## src/rtl/regfile_mp_sb_pkg.sv

```systemverilog
// Shared constants and address helpers for the multi-port register file.
package regfile_mp_sb_pkg;

  localparam int RF_DW       = 32;
  localparam int RF_DEPTH    = 32;
  localparam int RF_AW       = $clog2(RF_DEPTH);
  localparam int RF_ZERO_IDX = 0;

  // Enabled access whose address matches another address
  function automatic logic rf_hit(input logic [31:0] addr_a,
                                  input logic [31:0] addr_b,
                                  input logic        en);
    return en && (addr_a == addr_b);
  endfunction

  // Address names a real, writable register (in range, not the hardwired zero)
  function automatic logic rf_addr_ok(input int addr, input int depth, input int zero_reg);
    return (addr < depth) && !((zero_reg != 0) && (addr == RF_ZERO_IDX));
  endfunction

endpackage

```

## src/rtl/regfile_mp_sb_if.sv

```systemverilog
// Read/write/issue bus of the register file. Fields are flat vectors, port n
// occupies slice [n*W +: W].
interface regfile_mp_sb_if
  import regfile_mp_sb_pkg::*;
#(
  parameter int DW     = RF_DW,
  parameter int AW     = RF_AW,
  parameter int NUM_RD = 2,
  parameter int NUM_WR = 1
);
  logic [NUM_RD*AW-1:0] rd_addr;
  logic [NUM_RD*DW-1:0] rd_data;
  logic [NUM_RD-1:0]    rd_busy;
  logic [NUM_WR-1:0]    wr_en;
  logic [NUM_WR*AW-1:0] wr_addr;
  logic [NUM_WR*DW-1:0] wr_data;
  logic                 iss_en;
  logic [AW-1:0]        iss_addr;

  modport master (output rd_addr, wr_en, wr_addr, wr_data, iss_en, iss_addr,
                  input  rd_data, rd_busy);
  modport slave  (input  rd_addr, wr_en, wr_addr, wr_data, iss_en, iss_addr,
                  output rd_data, rd_busy);
endinterface

```

## src/rtl/regfile_mp_sb_rd_port.sv

```systemverilog
// One combinational read port: write-first bypass mux and busy masking.
module regfile_mp_sb_rd_port
  import regfile_mp_sb_pkg::*;
#(
  parameter int DW       = RF_DW,
  parameter int AW       = RF_AW,
  parameter int DEPTH    = RF_DEPTH,
  parameter int NUM_WR   = 1,
  parameter int ZERO_REG = 1,
  parameter int BYPASS   = 1
) (
  input  logic                 rst_n,
  input  logic [AW-1:0]        rd_addr,
  input  logic [DW-1:0]        st_data,
  input  logic                 st_busy,
  input  logic [NUM_WR-1:0]    wr_en,
  input  logic [NUM_WR*AW-1:0] wr_addr,
  input  logic [NUM_WR*DW-1:0] wr_data,
  output logic [DW-1:0]        rd_data,
  output logic                 rd_busy
);

  logic          byp_hit;
  logic [DW-1:0] byp_data;

  // Find the highest-index write port hitting this address (later ports override)
  always_comb begin
    byp_hit  = 1'b0;
    byp_data = '0;
    for (int w = 0; w < NUM_WR; w++) begin
      if (rf_hit(32'(rd_addr), 32'(wr_addr[w*AW +: AW]), wr_en[w])) begin
        byp_hit  = 1'b1;
        byp_data = wr_data[w*DW +: DW];
      end
    end
  end

  // Stored value, overridden by bypass, then forced to zero for reset / zero reg / out of range
  always_comb begin
    rd_data = st_data;
    rd_busy = st_busy;
    if ((BYPASS != 0) && byp_hit) begin
      rd_data = byp_data;
      rd_busy = 1'b0;
    end
    if (!rst_n || !rf_addr_ok(int'(rd_addr), DEPTH, ZERO_REG)) begin
      rd_data = '0;
      rd_busy = 1'b0;
    end
  end

endmodule

```

## src/rtl/regfile_mp_sb.sv

```systemverilog
// Multi-port register file with per-register pending-write scoreboard.
// Owns storage, busy vector and write decode; read ports are sub-instances.
module regfile_mp_sb
  import regfile_mp_sb_pkg::*;
#(
  parameter int DW       = RF_DW,
  parameter int DEPTH    = RF_DEPTH,
  parameter int NUM_RD   = 2,
  parameter int NUM_WR   = 1,
  parameter int ZERO_REG = 1,
  parameter int BYPASS   = 1
) (
  input  logic          clk,
  input  logic          rst_n,
  regfile_mp_sb_if.slave bus
);

  localparam int AW   = $clog2(DEPTH);
  // Storage is sized to the full address space so any address indexes safely;
  // entries at or above DEPTH are never written and read as zero.
  localparam int NREG = 1 << AW;

  logic [NREG-1:0][DW-1:0] mem_q, mem_d;
  logic [NREG-1:0]         busy_q, busy_d;
  logic [AW-1:0]           wa;

  // Write decode in ascending port order so the highest port wins; issue sets
  // busy after writeback clears it, so a same-cycle re-issue keeps it pending
  always_comb begin
    mem_d  = mem_q;
    busy_d = busy_q;
    wa     = '0;
    for (int w = 0; w < NUM_WR; w++) begin
      wa = bus.wr_addr[w*AW +: AW];
      if (bus.wr_en[w] && rf_addr_ok(int'(wa), DEPTH, ZERO_REG)) begin
        mem_d[wa]  = bus.wr_data[w*DW +: DW];
        busy_d[wa] = 1'b0;
      end
    end
    if (bus.iss_en && rf_addr_ok(int'(bus.iss_addr), DEPTH, ZERO_REG))
      busy_d[bus.iss_addr] = 1'b1;
  end

  // State registers, cleared asynchronously
  always_ff @(posedge clk or negedge rst_n) begin
    if (!rst_n) begin
      mem_q  <= '0;
      busy_q <= '0;
    end else begin
      mem_q  <= mem_d;
      busy_q <= busy_d;
    end
  end

  for (genvar r = 0; r < NUM_RD; r++) begin : g_rd
    logic [AW-1:0] rd_a;
    assign rd_a = bus.rd_addr[r*AW +: AW];

    regfile_mp_sb_rd_port #(
      .DW(DW), .AW(AW), .DEPTH(DEPTH), .NUM_WR(NUM_WR),
      .ZERO_REG(ZERO_REG), .BYPASS(BYPASS)
    ) u_rd (
      .rst_n   (rst_n),
      .rd_addr (rd_a),
      .st_data (mem_q[rd_a]),
      .st_busy (busy_q[rd_a]),
      .wr_en   (bus.wr_en),
      .wr_addr (bus.wr_addr),
      .wr_data (bus.wr_data),
      .rd_data (bus.rd_data[r*DW +: DW]),
      .rd_busy (bus.rd_busy[r])
    );
  end

endmodule

```

## src/flat_wrapper.sv

```systemverilog
// flat-port wrapper written by rule: the top's interface ports become plain ports
module regfile_mp_sb_flat import regfile_mp_sb_pkg::*;
#(
  parameter int DW       = RF_DW,
  parameter int DEPTH    = RF_DEPTH,
  parameter int NUM_RD   = 2,
  parameter int NUM_WR   = 1,
  parameter int ZERO_REG = 1,
  parameter int BYPASS   = 1
)
  (clk, rst_n, bus_rd_addr, bus_wr_en, bus_wr_addr, bus_wr_data, bus_iss_en, bus_iss_addr, bus_rd_data, bus_rd_busy);
  regfile_mp_sb_if #(.DW(DW), .AW((5)), .NUM_RD(NUM_RD), .NUM_WR(NUM_WR)) bus_i ();
  input  logic clk;
  input  logic rst_n;
  input wire logic [$bits(bus_i.rd_addr)-1:0] bus_rd_addr;
  input wire logic [$bits(bus_i.wr_en)-1:0] bus_wr_en;
  input wire logic [$bits(bus_i.wr_addr)-1:0] bus_wr_addr;
  input wire logic [$bits(bus_i.wr_data)-1:0] bus_wr_data;
  input wire logic [$bits(bus_i.iss_en)-1:0] bus_iss_en;
  input wire logic [$bits(bus_i.iss_addr)-1:0] bus_iss_addr;
  output wire logic [$bits(bus_i.rd_data)-1:0] bus_rd_data;
  output wire logic [$bits(bus_i.rd_busy)-1:0] bus_rd_busy;
  assign bus_i.rd_addr = bus_rd_addr;
  assign bus_i.wr_en = bus_wr_en;
  assign bus_i.wr_addr = bus_wr_addr;
  assign bus_i.wr_data = bus_wr_data;
  assign bus_i.iss_en = bus_iss_en;
  assign bus_i.iss_addr = bus_iss_addr;
  assign bus_rd_data = bus_i.rd_data;
  assign bus_rd_busy = bus_i.rd_busy;
  regfile_mp_sb #(.DW(DW), .DEPTH(DEPTH), .NUM_RD(NUM_RD), .NUM_WR(NUM_WR), .ZERO_REG(ZERO_REG), .BYPASS(BYPASS)) u_core (.clk(clk), .rst_n(rst_n), .bus(bus_i));
endmodule
```

## config.mk

```make
export PLATFORM = sky130hd
export DESIGN_NAME = regfile_mp_sb_flat
export DESIGN_NICKNAME = d
export VERILOG_FILES = /design/src/rtl/regfile_mp_sb_pkg.sv /design/src/rtl/regfile_mp_sb_if.sv /design/src/rtl/regfile_mp_sb_rd_port.sv /design/src/rtl/regfile_mp_sb.sv /design/src/flat_wrapper.sv
export SDC_FILE = /design/constraint.sdc
export NUM_CORES = 2
export LEC_CHECK = 0
export ABC_CLOCK_PERIOD_IN_PS = 2300
export BUFFER_PORTS_ARGS = -buffer_cell sky130_fd_sc_hd__buf_2
export CORE_MARGIN = 2
export CORE_UTILIZATION = 55
export CTS_BUF_LIST = sky130_fd_sc_hd__clkbuf_2 sky130_fd_sc_hd__clkbuf_4 sky130_fd_sc_hd__clkbuf_8
export DETAILED_ROUTE_END_ITERATION = 10
export PLACE_DENSITY = 0.74
export SLEW_MARGIN = 20
export SYNTH_ARGS = -nofsm -noshare
export SYNTH_HDL_FRONTEND = slang
export SYNTH_SLANG_ARGS = --single-unit
```

## constraint.sdc

```tcl
create_clock -name clk -period 2.3 [get_ports clk]
set_input_delay 0.23 -clock clk [delete_from_list [all_inputs] [get_ports clk]]
set_output_delay 0.23 -clock clk [all_outputs]
set_load 0.02 [all_outputs]
```

# == Word level (Yosys, flattened, before mapping) ==
# Cells that the tools add are included.
# Widths: inputs -> output; s select.
# totals
input_bits,56
memories,0
out_inout_bits,66
ramBits,0
elab_cells,88
reg_bits,1056
romBits,0
latchBits,0
# op_classes
div,0
n_addsub,0
n_eq_ne,2
n_shift,0
multipliers,0
order_cmp,6
n_reduce_logical,15
muxes,29
bitwise,3
# op_table
op,count
$bwmux 1024,1
$mux 32,11
$bmux 32 s5,2
$demux 32 s5,1
$and 32x32->32,1
$not 32->32,1
$or 32x32->32,1
$lt 5x6->1 const B,4
$logic_not 5->1,4
$bmux 1 s5,2
$demux 1 s5,2
$eq 5x5->1,2
$ge 5x1->1 const B,2
$mux 1,10
$logic_and 1x1->1,6
$logic_not 1->1,3
$logic_or 1x1->1,2

# == Logic depth before layout (Yosys ltp) ==
# depth
word_depth,9
ltp_mapped,10
ltp_nobuf,5

# == Modules after synthesis ==
# Synthesis repeated with hierarchy kept, for this count alone.
# hier_totals
cells_unflattened,5040
hier_area_um2,58747.6
# modules_own_cells
module,n_inst,seq_area_each_um2,area_per_inst_um2,cells_per_inst
regfile_mp_sb,1,26425.3,57408.8,4790
regfile_mp_sb_rd_port,2,0.0,669.4,125

# == Worst setup path after synthesis ==
# No wires, ideal clock.
# synth_path
path_kind,input port to output port
from,input port bus_rd_addr[6]
to,output port bus_rd_data[62]
n_path_buf,4
cell_stages,6
setup_slack_ns,-0.020
arrival_ns,2.090
required_ns,2.070
path_cell_list,buf_2 > buf_2 > buf_2 > buf_2 > mux4_2 > a211oi_1
# synth_between
elab_chain_len,5
elab_cells_between_ends,10
cone_classes,eq/ne: 1; mux: 6; reduce/logical: 3
# synth_rtl
element,line_no,source
from (decl),flat_wrapper.sv:15,input wire logic [$bits(bus_i.rd_addr)-1:0] bus_rd_addr;
"parallel branches: the longest is 4 deep, another holds $bmux 32 s5",n/a,
$mux 32 *,regfile_mp_sb_rd_port.sv:46,"if (!rst_n || !rf_addr_ok(int'(rd_addr), DEPTH, ZERO_REG)) begin"
to (decl),flat_wrapper.sv:21,output wire logic [$bits(bus_i.rd_data)-1:0] bus_rd_data;
# Mark *: on every way between the ends. The select of a mux whose other input is x is not followed.

# == Worst setup path after layout ==
# layout_path
from,register u_core.mem_q[81] (netlist bit)
to,output port bus_rd_data[49]
# layout_between
elab_chain_len,4
# layout_rtl
element,line_no,source
from (decl),regfile_mp_sb.sv:23,"logic [NREG-1:0][DW-1:0] mem_q, mem_d;"
from (signal assigned),regfile_mp_sb.sv:50,mem_q <= mem_d;
$bmux 32 s5,regfile_mp_sb.sv:65,".st_data (mem_q[rd_a]),"
$mux 32 (implied by the code),regfile_mp_sb.sv:65,
$mux 32,regfile_mp_sb_rd_port.sv:42,if ((BYPASS != 0) && byp_hit) begin
$mux 32,regfile_mp_sb_rd_port.sv:46,
# No other way between the ends. The select of a mux whose other input is x is not followed.

==> impl_results.html <==
<table>
<tr><th>Metric</th><th>Value</th></tr>
<tr><th colspan="2">Outcome</th></tr>
<tr><td>Violated checks</td><td>setup timing</td></tr>
<tr><td>Result of the run</td><td>finished with violations</td></tr>
<tr><th colspan="2">Worst setup path</th></tr>
<tr><td>Launching instance or port of the critical path</td><td>u_core.mem_q[81]</td></tr>
<tr><td>Family of cells with the greatest summed delay on the critical path</td><td>multiplexers</td></tr>
<tr><td>Maximum fanout along the worst path</td><td>3</td></tr>
<tr><td>FF-to-FF setup slack</td><td>1090 ps</td></tr>
<tr><td>Bufs and invs on worst path</td><td>1</td></tr>
<tr><td>Critical Path Start Type</td><td>flip-flop</td></tr>
<tr><td>Delay of the slowest cell on the worst path</td><td>between 400 and 500 ps</td></tr>
<tr><td>Required time reported for the critical path endpoint</td><td>2070 ps</td></tr>
<tr><td>Type of element capturing the critical path</td><td>output port</td></tr>
<tr><td>Cell with the largest stage delay on the worst path</td><td>mux4_2</td></tr>
<tr><td>WP data arrival</td><td>around 2800 ps</td></tr>
<tr><td>Worst-case reg-to-reg path depth</td><td>3</td></tr>
<tr><td>RR Startpoint</td><td>u_core.busy_q[20]</td></tr>
<tr><td>Capturing point of the worst reg2reg path</td><td>u_core.busy_q[20]</td></tr>
<tr><td>Cell-by-cell trace of the critical path</td><td>mux4_2 -&gt; mux2_2 -&gt; o211a_1 -&gt; a221o_2 -&gt; buf_6</td></tr>
<tr><td>Kind of critical path</td><td>flip-flop to output port</td></tr>
<tr><th colspan="2">Die</th></tr>
<tr><td>Y dimension of the die</td><td>between 300 and 400 um</td></tr>
<tr><td>Initial core utilization</td><td>0.553</td></tr>
<tr><td>Row Count</td><td>approximately 120</td></tr>
<tr><td>Die extent in x</td><td>approximately 330 um</td></tr>
<tr><td>IO Count</td><td>122</td></tr>
<tr><td>Die footprint</td><td>between 100000 and 150000 um^2</td></tr>
<tr><td>Core box area</td><td>~100000 um^2</td></tr>
<tr><th colspan="2">Yosys</th></tr>
<tr><td>Number of unique standard cell types used by synthesis</td><td>56</td></tr>
<tr><td>Area share of the leading cell type in the synthesized netlist</td><td>0.462</td></tr>
<tr><td>Synthesis-stage register bit count</td><td>between 1000 and 1500</td></tr>
<tr><td>Synth async-reset ratio</td><td>1.00</td></tr>
<tr><td>Synth warnings</td><td>0</td></tr>
<tr><td>Top FF cell, synth</td><td>dfrtp_1</td></tr>
<tr><td>Post-Syn Nets</td><td>slightly above 4000</td></tr>
<tr><td>Leading area contributor after synthesis</td><td>dfrtp_1</td></tr>
<tr><td>Cell area after technology mapping</td><td>57100 um^2</td></tr>
<tr><td>Cell types with the highest counts after synthesis</td><td>1056 x dfrtp_1, 967 x mux2_2, 372 x mux4_2, 357 x mux2i_1, 263 x clkbuf_1</td></tr>
<tr><td>Synthesized area divided by synthesized cell count</td><td>14.1 um^2</td></tr>
<tr><td>Most instantiated library cell after synthesis</td><td>dfrtp_1</td></tr>
<tr><td>Gate count after technology mapping</td><td>about 4000</td></tr>
<tr><td>Share of the yosys chip area belonging to registers</td><td>0.462</td></tr>
<tr><td>Number of synthesized flops with an enable pin</td><td>0</td></tr>
<tr><td>Top cells by area in the synthesized netlist</td><td>dfrtp_1 46%, mux2_2 19%, mux4_2 15%</td></tr>
<tr><th colspan="2">Global route</th></tr>
<tr><td>Vias in the first global route</td><td>41500</td></tr>
<tr><td>Aggregate global routing overflow</td><td>0</td></tr>
<tr><td>Number of antenna violations at the first check in global routing</td><td>5</td></tr>
<tr><td>Pin count of the biggest net entering global routing</td><td>189</td></tr>
<tr><td>Global-route wire length before repair</td><td>268000 um</td></tr>
<tr><td>Overall fraction of global-route tracks in use</td><td>0.336</td></tr>
<tr><th colspan="2">Power and ir drop</th></tr>
<tr><td>PD cells</td><td>between 800 and 900 nW/um^2</td></tr>
<tr><td>Leakage power summed over all cells</td><td>a little over 0.03 uW</td></tr>
<tr><td>Max IR drop VDD</td><td>479 uV</td></tr>
<tr><td>Post-layout power</td><td>between 50000 and 60000 uW</td></tr>
<tr><th colspan="2">Final layout</th></tr>
<tr><td>Storage cell area</td><td>26400 um^2</td></tr>
<tr><td>Filler Cell Count</td><td>between 7000 and 8000</td></tr>
<tr><td>Layout area overhead</td><td>19.8%</td></tr>
<tr><td>Multi-input gate area</td><td>29600 um^2</td></tr>
<tr><td>Post-route core utilization</td><td>0.663</td></tr>
<tr><td>Non-Filler Instances</td><td>~6000</td></tr>
<tr><td>Final #Nets</td><td>about 4500</td></tr>
<tr><td>Share of cells above drive strength 1</td><td>0.536</td></tr>
<tr><th colspan="2">Detailed routing</th></tr>
<tr><td>Residual DRC count</td><td>0</td></tr>
<tr><td>Vias per Instance</td><td>~6.8</td></tr>
<tr><td>Detailed Route Iter0 Violations</td><td>approximately 4400</td></tr>
<tr><td>Routed WL per cell</td><td>~30 um</td></tr>
<tr><td>Total via count in the routed design</td><td>roughly 41000</td></tr>
<tr><td>Routed wire length</td><td>179000 um</td></tr>
<tr><td>Number of iterations in the first detailed-routing pass</td><td>5</td></tr>
<tr><td>Remaining antenna violation count</td><td>0</td></tr>
<tr><th colspan="2">Timing</th></tr>
<tr><td>Worst-Margin Slew</td><td>around 1100 ps</td></tr>
<tr><td>Max-slew violation total from the final report</td><td>0</td></tr>
<tr><td>Final period util</td><td>1.32</td></tr>
<tr><td>Setup total negative slack</td><td>-34060 ps</td></tr>
<tr><td>Relative slew margins</td><td>0.294</td></tr>
<tr><td>Final setup violation count</td><td>66</td></tr>
<tr><td>Unrepaired setup endpoints after global routing</td><td>yes</td></tr>
<tr><td>Final worst setup slack</td><td>-726 ps</td></tr>
<tr><td>Final hold vios</td><td>0</td></tr>
<tr><td>Clk_skew</td><td>0 ps</td></tr>
<tr><td>Time the final worst path needs with I/O delays and setup</td><td>about 3000 ps</td></tr>
<tr><td>Final hold slack</td><td>~61 ps</td></tr>
<tr><td>Maximum achievable frequency</td><td>approximately 330 MHz</td></tr>
<tr><th colspan="2">Clock tree</th></tr>
<tr><td>Clock insertion delay at the later pin of the skew report</td><td>840 ps</td></tr>
<tr><td>Number of sinks handled by clock tree synthesis</td><td>1056</td></tr>
<tr><td>Clock root cell</td><td>clkbuf_8</td></tr>
<tr><td>Clk buf depth</td><td>3</td></tr>
<tr><td>Clock tree from TritonCTS</td><td>built</td></tr>
<tr><td>H-tree depth</td><td>4</td></tr>
<tr><td>Clock slew at reported path FFs</td><td>about 60 ps</td></tr>
<tr><td>Clock buffer count from CTS</td><td>roughly 180</td></tr>
<tr><th colspan="2">Worst hold path</th></tr>
<tr><td>Hold EP</td><td>u_core.mem_q[229]</td></tr>
<tr><td>Class of the tightest hold or removal check</td><td>primary input to flip-flop</td></tr>
<tr><td>Hold Path Depth</td><td>2</td></tr>
<tr><td>Hold_sp</td><td>bus_wr_data[5]</td></tr>
<tr><th colspan="2">Place</th></tr>
<tr><td>Half-perimeter wire length of the detailed placement result</td><td>110000 um</td></tr>
<tr><td>Count of input and output buffers</td><td>about 120</td></tr>
<tr><td>Last weighted congestion value of the routability-driven placer</td><td>0.894</td></tr>
<tr><td>Placed cell count</td><td>roughly 5500</td></tr>
<tr><th colspan="2">Flow run</th></tr>
<tr><td>Max-cap violations</td><td>0</td></tr>
</table>
[layout by cell type, fill, tap and decap left out, types with 26 or more instances in the layout]
master,netlist,final
dfrtp_1,1056,1056
mux2_2,967,943
mux4_2,372,372
mux2i_1,357,355
buf_4,29,342
clkbuf_8,0,235
buf_12,0,130
a221oi_1,128,99
buf_6,15,80
o21ai_0,92,77
nand2_1,80,68
a21oi_1,91,63
mux2_1,58,58
a22oi_2,0,52
buf_2,103,52
clkbuf_4,0,49
a22oi_1,94,42
dlygate4sd3_1,0,42
nand3_1,34,33
o211ai_1,33,33
o211a_1,31,31
a221oi_2,0,29
a221o_1,30,29
a211o_1,31,28
a21oi_2,0,26
[power breakdown]
| part | leakage (uW) | total, uW | internal (uW) | switching [uW] |
|---|---|---|---|---|
| registers | 0.0135 | 24900 | 22100 | 2720 |
| logic | 0.0152 | 12700 | 7460 | 5200 |
| clock network | 0.00204 | 17800 | 9980 | 7860 |
[area by class of cell]
type | instances | share of cell area
Timing Repair Buffer | 651 | 0.0997
Antenna cell | 3 | 0.000110
Clock inverter | 32 | 0.00338
Multi-Input combinational cell | 2512 | 0.433
Clock buffer | 283 | 0.0524
Sequential cell | 1056 | 0.386
Inverter | 9 | 0.000548
Tap cell | 1380 | 0.0252
[metrics by stage]
step / cell area [um^2] / setup slack, ps
2_1_floorplan: 57100 / 23.3
3_3_place_gp: 62400 / -389
3_5_place_dp: 62400 / -410
4_1_cts: 67900 / -734
5_1_grt: 68500 / -780
6_report: 68500 / -726
[worst register-to-register path, cell delays in order (launching register included)]
cell and delay, ps:
dfrtp_1 400, nand2_1 60, o31ai_1 60, dlygate4sd3_1 560
[worst max-delay path by stage]
stage	to	slack, ps	cells past startpoint
global placement	bus_rd_data[44]	-390	7
detailed placement	bus_rd_data[60]	-410	7
floorplan	bus_rd_busy[0]	20	8
CTS	bus_rd_data[49]	-730	5
global route	bus_rd_data[49]	-780	5
finish	bus_rd_data[49]	-730	5
[kinds of logic after synthesis]
| family | synth area share |
|---|---|
| muxes | 0.411 |
| buffers and inverters | 0.0371 |
| and+or+nand+nor | 0.0160 |
| xor gates and xnor gates | 0.00153 |
| AOI/OAI and AO/OA | 0.0718 |
| DFF | 0.462 |
[repair_timing]
item / in CTS / in global routing
hold buffers: 42 / 0
setup buffers: 72 / 15
pin swaps: 83 / 35
endpoints found under the hold margin: 853 / 0
endpoints found under the setup margin: 66 / 66
gates resized for setup: 207 / 108
[routing by layer]
metal | share of wire | global-route usage | vias to the layer above
met5 | 0.00025 | 0 | -
met1 | 0.40 | 0.460 | 21500
met4 | 0.042 | 0.144 | 8
li1 | - | - | 16400
met2 | 0.47 | 0.517 | 2146
met3 | 0.097 | 0.0815 | 459
[sequential cells by signal, indices dropped and copies added (netlist names)]
signal and cells:
u_core.mem_q 1024, u_core.busy_q 32
(Power assumes the default switching activity.)
